### src/rtl/mem_arbiter.sv
// Round-robin, non-preemptive arbiter between the I-cache and D-cache
// for one shared memory port, with a bounded count of outstanding reads.
module mem_arbiter #(
    parameter int MAX_OUTSTANDING = 4
) (
    input  logic        clk,
    input  logic        rst,
    input  logic        i_req,
    input  logic [15:0] i_addr,
    input  logic        d_req,
    input  logic [15:0] d_addr,
    input  logic        d_wr,
    input  logic [15:0] d_wdata,
    input  logic        mem_data_valid,
    output logic        mem_enable,
    output logic        mem_wr,
    output logic [15:0] mem_addr,
    output logic [15:0] mem_wdata,
    output logic        I_mem_enable,
    output logic        D_mem_enable,
    output logic        i_data_valid,
    output logic        d_data_valid,
    output logic        i_mem_stall,
    output logic        d_mem_stall,
    output logic        err_spurious
);

    typedef enum logic [1:0] {
        IDLE,
        GRANT_I,
        GRANT_D,
        DRAIN
    } state_t;

    localparam logic SIDE_I = 1'b0;
    localparam logic SIDE_D = 1'b1;

    state_t     state;
    state_t     state_next;
    logic [2:0] outstanding;
    logic [2:0] outstanding_next;
    logic       owner;
    logic       rr;
    logic       can_issue;
    logic       rd_issue;
    logic       rd_return;

    always_ff @(posedge clk) begin
        if (rst) begin
            state        <= IDLE;
            outstanding  <= 3'd0;
            owner        <= SIDE_I;
            rr           <= SIDE_D;
            err_spurious <= 1'b0;
        end else begin
            state       <= state_next;
            outstanding <= outstanding_next;
            if (state == IDLE && state_next == GRANT_I)
                owner <= SIDE_I;
            if (state == IDLE && state_next == GRANT_D)
                owner <= SIDE_D;
            // rr remembers the side that most recently released the port
            if (state == GRANT_I && state_next != GRANT_I)
                rr <= SIDE_I;
            if (state == GRANT_D && state_next != GRANT_D)
                rr <= SIDE_D;
            if (mem_data_valid && outstanding == 3'd0)
                err_spurious <= 1'b1;
        end
    end

    always_comb begin
        state_next = state;
        unique case (state)
            IDLE: begin
                if (i_req && d_req)
                    state_next = (rr == SIDE_D) ? GRANT_I : GRANT_D;
                else if (i_req)
                    state_next = GRANT_I;
                else if (d_req)
                    state_next = GRANT_D;
            end
            GRANT_I: begin
                if (!i_req)
                    state_next = (outstanding_next == 3'd0) ? IDLE : DRAIN;
            end
            GRANT_D: begin
                if (!d_req)
                    state_next = (outstanding_next == 3'd0) ? IDLE : DRAIN;
            end
            DRAIN: begin
                if (outstanding_next == 3'd0)
                    state_next = IDLE;
            end
            default: state_next = IDLE;
        endcase
    end

    always_comb begin
        I_mem_enable = (state == GRANT_I);
        D_mem_enable = (state == GRANT_D);
        can_issue    = (outstanding < 3'(MAX_OUTSTANDING));
        mem_enable   = ((I_mem_enable && i_req) || (D_mem_enable && d_req))
                       && can_issue;
        mem_wr       = mem_enable && D_mem_enable && d_wr;
        mem_addr     = 16'd0;
        if (mem_enable)
            mem_addr = D_mem_enable ? d_addr : i_addr;
        mem_wdata    = mem_wr ? d_wdata : 16'd0;
        rd_issue     = mem_enable && !mem_wr;
        // returns with nothing in flight are dropped, never routed
        rd_return    = mem_data_valid && (outstanding != 3'd0);
        i_data_valid = rd_return && (owner == SIDE_I);
        d_data_valid = rd_return && (owner == SIDE_D);
        i_mem_stall  = i_req && !(I_mem_enable && can_issue);
        d_mem_stall  = d_req && !(D_mem_enable && can_issue);
        unique case ({rd_issue, rd_return})
            2'b10:   outstanding_next = outstanding + 3'd1;
            2'b01:   outstanding_next = outstanding - 3'd1;
            default: outstanding_next = outstanding;
        endcase
    end

endmodule
### config.mk
export PLATFORM = sky130hd
export DESIGN_NAME = mem_arbiter
export DESIGN_NICKNAME = d
export VERILOG_FILES = /design/src/rtl/mem_arbiter.sv
export SDC_FILE = /design/constraint.sdc
export NUM_CORES = 1
export LEC_CHECK = 0
export ABC_AREA = 1
export CAP_MARGIN = 20
export CORE_MARGIN = 3
export CORE_UTILIZATION = 31
export CTS_CLUSTER_SIZE = 12
export DETAILED_ROUTE_END_ITERATION = 8
export GPL_TIMING_DRIVEN = 0
export PLACE_DENSITY = 0.89
export REMOVE_ABC_BUFFERS = 1
export SYNTH_ARGS = -nofsm -noshare
export SYNTH_HDL_FRONTEND = slang
export SYNTH_SLANG_ARGS = --single-unit
### constraint.sdc
create_clock -name clk -period 5.95 [get_ports clk]
set_input_delay 0.8925 -clock clk [delete_from_list [all_inputs] [get_ports clk]]
set_output_delay 0.8925 -clock clk [all_outputs]
set_load 0.01 [all_outputs]
## Yosys cells after proc, flatten, opt, wreduce, memory -nomap -nowiden

Index checks and enable logic that the tools add are counted.

- Register bits: 8
- Bits in latches: 0
- RAM bits: 0
- Bits in read-only memories: 0
- Input port bits: 54
- Output and inout bits: 41
- Word-level logic and storage cells: 62
- Memories: 0

- Add/sub/neg operators: 2
- $mul: 0
- Divide/modulo/power cells: 0
- $lt $le $gt $ge: 1
- Equality and inequality tests: 9
- Shift-type cells: 0
- Muxes and demuxes: 15
- Bitwise logic cells: 1
- Reductions and logical operators: 29

Operator list:

| kind | count |
|---|---|
| $mux 16 | 3 |
| $logic_and 1x1->1 | 19 |
| $mux 2 | 8 |
| $eq 2x2->1 const B | 4 |
| $pmux 2 s4 | 1 |
| $eq 2x1->1 const B | 3 |
| $logic_not 3->1 | 2 |
| $pmux 3 s2 | 1 |
| $add 3x1->3 const B | 1 |
| $logic_not 1->1 | 3 |
| $lt 3x3->1 const B | 1 |
| $reduce_bool 3->1 | 1 |
| $sub 3x1->3 const B | 1 |
| $logic_not 2->1 | 1 |
| $mux 1 | 2 |
| $ne 2x1->1 const B | 1 |
| $ne 2x2->1 const B | 1 |
| $reduce_bool 2->1 | 1 |
| $reduce_or 2->1 | 1 |
| $logic_or 1x1->1 | 1 |
| $not 1->1 | 1 |

## Depth between registers and ports, before layout

Gate-level depths: netlist of the first run.

- Depth in word-level cells: 18
- Mapped depth: 21
- Mapped depth without buffers: 20

## Worst setup path after synthesis of the first run

No wires, ideal clock.

- Path type: input to register
- Start: input port d_req
- End: register rr
- Setup time: 0.117 ns
- Arrival: 3.001 ns
- Required time: 5.833 ns
- Path slack: 2.833 ns
- Stages on the path: 19
- Path buffers: 1
- Cell sequence: inv_2 o22ai_2 nand3_2 clkinv_2 nand3_4 buf_6 nand2_1 ha_1 inv_1 fa_1 o21ai_0 nor2_2 nand3_1 nand2_1 nand2_1 nand2_1 nand2_1 a21oi_1 nand2_1

- Longest elaborated chain between the ends: 16
- Elaborated cells on any way between the ends: 25
- Those cells by class: 4 x eq/ne; 9 x mux; 12 x reduce/logical

Ends and longest elaborated chain:

| what | line | RTL |
|---|---|---|
| start, declared | 10 | `input logic d_req,` |
| $logic_and 1x1->1 * | 103 | `mem_enable = ((I_mem_enable && i_req) \|\| (D_mem_enable && d_req))` |
| $logic_or 1x1->1 * | 103 |  |
| $logic_and 1x1->1 * | 104 | `&& can_issue;` |
| via mem_enable | 15 | `output logic mem_enable,` |
| $logic_and 1x1->1 (2 in series) | 105 | `mem_wr = mem_enable && D_mem_enable && d_wr;` |
| $logic_not 1->1 | 110 | `rd_issue = mem_enable && !mem_wr;` |
| $logic_and 1x1->1 * | 110 |  |
| $eq 2x1->1 or $eq 2x2->1 (tied branches) | 117 | `unique case ({rd_issue, rd_return})` |
| $pmux 3 s2 * | 117 |  |
| $logic_not 3->1 * | 85, 89, 92 |  |
| $mux 2 | 85, 89 |  |
| $mux 2, on equally long branches | 88, 84 |  |
| $pmux 2 s4 * | 74 | `unique case (state)` |
| $ne 2x2->1 | 65 | `if (state == GRANT_D && state_next != GRANT_D)` |
| $logic_and 1x1->1 | 65 |  |
| $reduce_or 2->1 (no source line) | n/a |  |
| end signal, assigned | 53 | `rr <= SIDE_D;` |
| end signal, assigned | 64 | `rr <= SIDE_I;` |
| end signal, assigned | 66 | `rr <= SIDE_D;` |
| end, declared | 43 | `logic rr;` |

The timed path passes the listed nets; every way through them passes the cells marked *.
A chain may end at the register's enable or synchronous reset.

## Final worst setup path of the first run

- Start: input port i_req
- End: output port mem_wdata[4]

- Longest elaborated chain between the ends: 6

Ends and longest elaborated chain:

| what | line | RTL |
|---|---|---|
| start, declared | 8 | `input logic i_req,` |
| $logic_and 1x1->1 | 103 |  |
| $logic_or 1x1->1 | 103 |  |
| $logic_and 1x1->1 | 104 |  |
| $logic_and 1x1->1 (2 in series) | 105 |  |
| $mux 16 | 109 | `mem_wdata = mem_wr ? d_wdata : 16'd0;` |
| end, declared | 18 | `output logic [15:0] mem_wdata,` |

No other way between the ends.

==> results_dict.tcl, run 1 <==
set metrics [dict create \
    status "finished, final reports clean" \
    yosys.area_share.adder_pct 3.52 \
    leakage_nw 0.862 \
    worst_ir_drop_vdd_mv 0.316 \
    clkPwrFrac_pct 6.3 \
    rows 19 \
    synth_cells 171 \
    finalCritPeriodShare_pct 67.4 \
    fin_nets 320 \
    hpwl_um 2860 \
    cts_root_buffer "clkbuf_4" \
    drt_iter0_drc 48 \
    yosysMostFrequentCell "nand2_1" \
    slew_headroom_pct 36.9 \
    p_seq_share_pct 14.4 \
    slew_viol_final 0 \
    swShare_pct 48.4 \
    htree_levels 1 \
    synthSimpleGateAreaFrac_pct 41.9 \
    ios 95 \
    p_per_area_nw_per_um2 346 \
    worstPathMaxFanout 18 \
    synth_area_per_cell_um2 5.40 \
    cts_tree "built" \
    dieArea_um2 3670 \
    grt_setup_unrepaired "no" \
    p_int_w 0.000336 \
    drc 0 \
    cp_data_required_time_ns 5.06 \
    ant_nets 0 \
    grt_pass1_wl_um 4900 \
    cts_inserted_buffers 3 \
    die_x_um 60.6 \
    critPathLaunchType "input port" \
    cp.arrival_ns 3.12 \
    clk_pin_slew_worst_paths_ns 0.05 \
    yosysTopAreaCellShare_pct 21.5 \
    wl_um 3470 \
    viasPerCell 4.59 \
    post_cts_resized 0 \
    power_frac_comb_pct 79.3 \
    vias 1344 \
    hold_class "flip-flop to flip-flop" \
    synth_top_flop_cell "dfxtp_1" \
    hold_viol 0 \
    setup_viol 0 \
    finalSetupTns_ns 0 \
    cts_hold_buffers 0 \
    synthMuxAreaShare_pct 0 \
    ys_top_cells_by_count "nand2_1, inv_1, a21oi_1, nor2_1, nor2_2" \
    fin_crit_ns 4.01 \
    initial_utilization_pct 32.9 \
    async_flop_share_pct 0 \
    synthTopCellsByArea "nand2_1, dfxtp_1, inv_1" \
    yosys.area_share.xor_xnor_pct 0 \
    synth_seq_area_share_pct 17.3 \
    end_kind "output pin" \
    syn_area_um2 923 \
    grt_use_total_pct 17.6 \
    first_pass_iters 5 \
    skew_ns 0.000830 \
    area_delta_synth_final_pct 104 \
    antenna_found_initial 0 \
    diodes 0 \
    synth-compound-area-share_pct 17.6 \
    ys_seq_elements 8 \
    post-cts-setup-buffer-count 0 \
    final_layout_size_suffix_gt1_share_pct 8.02 \
    grt_pass1_vias 1087 \
    worst_pin_slew_ns 0.945 \
    clk_latency_ns 0.25 \
    synth_edf_count 0 \
    synth_top_area_cell "nand2_1" \
    synth_top_family_by_area "simple AND/OR/NAND/NOR gates" \
    grt_max_degree 22 \
    final_util_pct 67.2 \
    synth_cell_types 23 \
    yosys_warnings 0 \
    clockBufferDepth 2 \
    critPathKind "input port to output pin" \
    cts.sinks 8 \
    gp_congestion 0.851 \
    max_freq_mhz 249 \
    core_um2 2810 \
    maxCapViolCount 0 \
    grt-ovfl-total 0 \
    die_height_um 60.6 \
    netSwitchingPower_w 0.000315 \
    wl_per_cell_um 11.8 \
    portBuffers 94 \
]
==> layer usage <==
layer / up-vias / part of all wire (%) / GRT usage, %
met5: - / 0 / 0
li1: 702 / - / -
met3: 4 / 9.2 / 3.19
met1: 584 / 40 / 20.1
met4: 0 / 1.2 / 6.50
met2: 54 / 50 / 32.4
==> critical path, cell delays in order <==
cell	delay (ns)
clkdlybuf4s50_1	0.53
inv_1	0.09
o22ai_2	0.13
nand3_2	0.32
clkinv_2	0.18
nand3_4	0.23
nor2_1	0.18
clkdlybuf4s50_1	0.57
==> placed cells by master, fill, tap and decap left out, types with 2 or more instances in the layout <==
cell type	n
clkdlybuf4s50_1	94
nand2_1	53
o21ai_1	2
inv_1	32
nor2_1	17
nor2_2	10
o21ai_0	3
clkbuf_4	3
nand4_1	3
dfxtp_1	8
a21oi_1	22
inv_2	4
nand3_1	3
==> state kept, by name, indices dropped and copies added, names as in the netlist <==
register,count
rr,1
outstanding,3
owner,1
err_spurious,1
state,2
==> cells by family (layout without fill, tap and decap cells) <==
logic type / Yosys count / after routing
AND/OR/NAND/NOR: 88 / 88
buffers and inverters: 43 / 134
AO/OA/AOI/OAI: 30 / 30
flip-flops: 8 / 8
adder cells (fa/ha/maj): 2 / 2
==> path summary, 6_finish.rpt <==
kind | startpoint | to | slack [ns] | cells after the start
worst max-delay path | i_req | mem_wdata[4] | 1.94 | 8
worst min-delay path | err_spurious$_SDFFE_PP0P_ | err_spurious$_SDFFE_PP0P_ | 0.46 | 2
worst max register to register | state[1]$_SDFF_PP0_ | rr$_SDFFE_PP1P_ | 2.64 | 16
worst min register to register | err_spurious$_SDFFE_PP0P_ | err_spurious$_SDFFE_PP0P_ | 0.46 | 2
==> power groups by stage <==
stage                     Sequential, W  Combinational, W   Clock, W
after global routing          0.0000957          0.000577  0.0000451
after detailed placement      0.0000946          0.000518          0
after global placement        0.0000933          0.000508          0
final                         0.0000935          0.000517  0.0000411
after floorplan               0.0000917          0.000294          0
after CTS                     0.0000935          0.000521  0.0000433
==> through the flow <==
stage	area, µm²	power (W)	instances	hold slack, ns	setup slack (ns)
floorplan	882	0.000386	165	0.426	2.72
global placement	1860	0.000601	290	0.438	1.83
detailed placement	1860	0.000612	290	0.448	1.79
CTS	1880	0.000658	293	0.465	1.92
global route	1880	0.000718	293	0.481	1.69
finish	1880	0.000651	293	0.461	1.94
==> cell type report <==
class	instances	area (µm²)
fill	246	921
timing repair buffer	94	941
clock buffer	3	22.5
sequential	8	160
tap	31	38.8
inverter	37	140
multi-input combinational	120	582
(Power assumes the default switching activity.)
==> run 2: changes to the inputs <==
- CORE_UTILIZATION: 31 -> 26
- PLACE_DENSITY: 0.89 -> 0.8
- clock period: 5.95 -> 3.59 ns (I/O delays scaled with it)
==> results_dict.tcl, run 2 (synthesized netlist as in run 1, its figures left out) <==
set metrics [dict create \
    status "finished, final reports clean" \
    grt_pass1_wl_um 5050 \
    slowest_delay_ns 0.53 \
    p_seq_share_pct 14.0 \
    vias 1365 \
    hold_class "flip-flop to flip-flop" \
    swShare_pct 47.9 \
    grt_max_degree 22 \
    drc 0 \
    die_x_um 65.6 \
    antenna_found_initial 0 \
    maxCapViolCount 0 \
    slew_headroom_pct 39.5 \
    initial_utilization_pct 27.2 \
    worstPathMaxFanout 17 \
    regArea_um2 160 \
    nFillCells 319 \
    p_int_w 0.000567 \
    clk_pin_slew_worst_paths_ns 0.05 \
    skew_ns 0.00151 \
    cts_root_buffer "clkbuf_4" \
    power_frac_comb_pct 79.8 \
    leakage_nw 0.888 \
    fin_nets 326 \
    cp_num_buf_inv 4 \
    slowest_stage "clkdlybuf4s50_1" \
    final_common_cell "clkdlybuf4s50_1" \
    clockBufferDepth 2 \
    grt_setup_unrepaired "no" \
    end_kind "flip-flop" \
    clk_latency_ns 0.25 \
    grt_pass1_vias 1153 \
    crit_cells 19 \
    viasPerCell 4.35 \
    wl_um 3300 \
    area_delta_synth_final_pct 112 \
    clkPwrFrac_pct 6.2 \
    core_um2 3390 \
    max_freq_mhz 306 \
    dp.cells 305 \
    diodes 0 \
    wl_per_cell_um 10.5 \
    cts_hold_buffers 0 \
    cpMostUsedCell "nand2_1" \
    finalNonFillerCells 314 \
    ant_nets 0 \
    final_layout_size_suffix_gt1_share_pct 10.1 \
    whs_path_depth 2 \
    ff2ff_setup_slack_ns 0.48 \
    cts.sinks 8 \
    worst_pin_slew_ns 0.906 \
    critPathLaunchType "input port" \
    setup_viol 0 \
    dpl_cell_area_um2 1880 \
    reg_top3 "outstanding x3, state x2" \
    drt_iter0_drc 32 \
    p_per_area_nw_per_um2 557 \
    crit_chain "clkdlybuf4s50_1, inv_2, o22ai_2, nand3_4, clkinv_2, nand3_4, nand2_1, ha_1, inv_1, fa_1, o21ai_1, nor2_2, nand3_1, nand2_1, nand2_1, nand2_1, nand2_1, a21oi_1, nand2_1" \
    fin_crit_ns 3.26 \
    place_ws_ns -0.207 \
    layout_common_cells "clkdlybuf4s50_1, nand2_1, inv_1" \
    cp_data_required_time_ns 3.73 \
    rows 21 \
    fin_ws_ns 0.326 \
    path_delay_family "simple AND/OR/NAND/NOR gates" \
    largest_reg_flops 3 \
    slew_viol_final 0 \
    design_area_um2 1960 \
    htree_levels 1 \
    gp_congestion 0.811 \
    netSwitchingPower_w 0.000521 \
    hold_viol 0 \
    hpwl_um 2750 \
    die_height_um 65.6 \
    largest-register "outstanding" \
    grt-ovfl-total 0 \
    cts_inserted_buffers 3 \
    first_pass_iters 4 \
    multi_input_area_um2 589 \
    worst_ir_drop_vdd_mv 0.418 \
    ios 95 \
    cts_tree "built" \
    finalCritPeriodShare_pct 90.9 \
    cp.arrival_ns 3.41 \
    reg2regPathDepth 16 \
    critPathKind "input port to flip-flop" \
    portBuffers 94 \
    grt_use_total_pct 14.8 \
    dieArea_um2 4300 \
]
==> run 2: changes by cell type in the layout (fill, tap and decap cells not counted), sizes merged <==
cell  before  now
buf        0    6
==> run 2: worst register-to-register path, stage by stage, from the launching register on <==
cell and delay, ns:
dfxtp_1 0.38, inv_1 0.10, nor2_2 0.69, nand3_4 0.22
nand2_1 0.11, ha_1 0.16, inv_1 0.06, fa_1 0.49
o21ai_1 0.10, nor2_2 0.13, nand3_1 0.10, nand2_1 0.09
nand2_1 0.06, nand2_1 0.09, nand2_1 0.05, a21oi_1 0.11
nand2_1 0.06
==> run 2: power groups by stage <==
stage                      clock, W  combinational, W  sequential (W)
after global routing      0.0000750          0.000977        0.000160
after detailed placement          0          0.000852        0.000155
final                     0.0000676          0.000868        0.000153
after floorplan                   0          0.000487        0.000152
after global placement            0          0.000843        0.000153
after CTS                 0.0000708          0.000857        0.000153
==> run 2: path summary, 6_finish.rpt <==
check                      start               to
max reg2reg  state[1]$_SDFF_PP0_  rr$_SDFFE_PP1P_
max                        d_req  rr$_SDFFE_PP1P_
min reg2reg      rr$_SDFFE_PP1P_  rr$_SDFFE_PP1P_
min              rr$_SDFFE_PP1P_  rr$_SDFFE_PP1P_
==> run 2: routing by layer <==
metal | vias up | wire [µm] | global-route usage, %
met4 | 0 | 26 | 4.66
met3 | 6 | 282 | 2.56
li1 | 720 | - | -
met1 | 584 | 1350 | 16.3
met2 | 55 | 1650 | 28.2
met5 | - | 0 | 0
==> run 2: repair_timing <==
| item | in CTS | in global routing |
|---|---|---|
| setup endpoints to repair | 0 | 3 |
| buffers inserted | 0 | 6 |
| hold endpoints to repair | 0 | 0 |
| gates resized for setup | 0 | 2 |
==> run 2: layout make-up <==
| type | count | area share (%) |
|---|---|---|
| multi-input combinational | 120 | 30.1 |
| clock buffer | 3 | 1.15 |
| tap | 46 | 2.94 |
| timing repair buffer | 100 | 50.4 |
| inverter | 37 | 7.17 |
| sequential | 8 | 8.19 |
==> run 2: per-stage QoR <==
stage                     setup TNS [ns]  util [%]  hold slack (ns)  total power (W)
after global placement            -0.252      55.5            0.438         0.000996
after detailed placement          -0.264      55.5            0.449          0.00101
after CTS                              0      56.1            0.458          0.00108
final                                  0      57.7            0.454          0.00109
after global routing                   0      57.7            0.486          0.00121
after floorplan                        0         -            0.426         0.000639
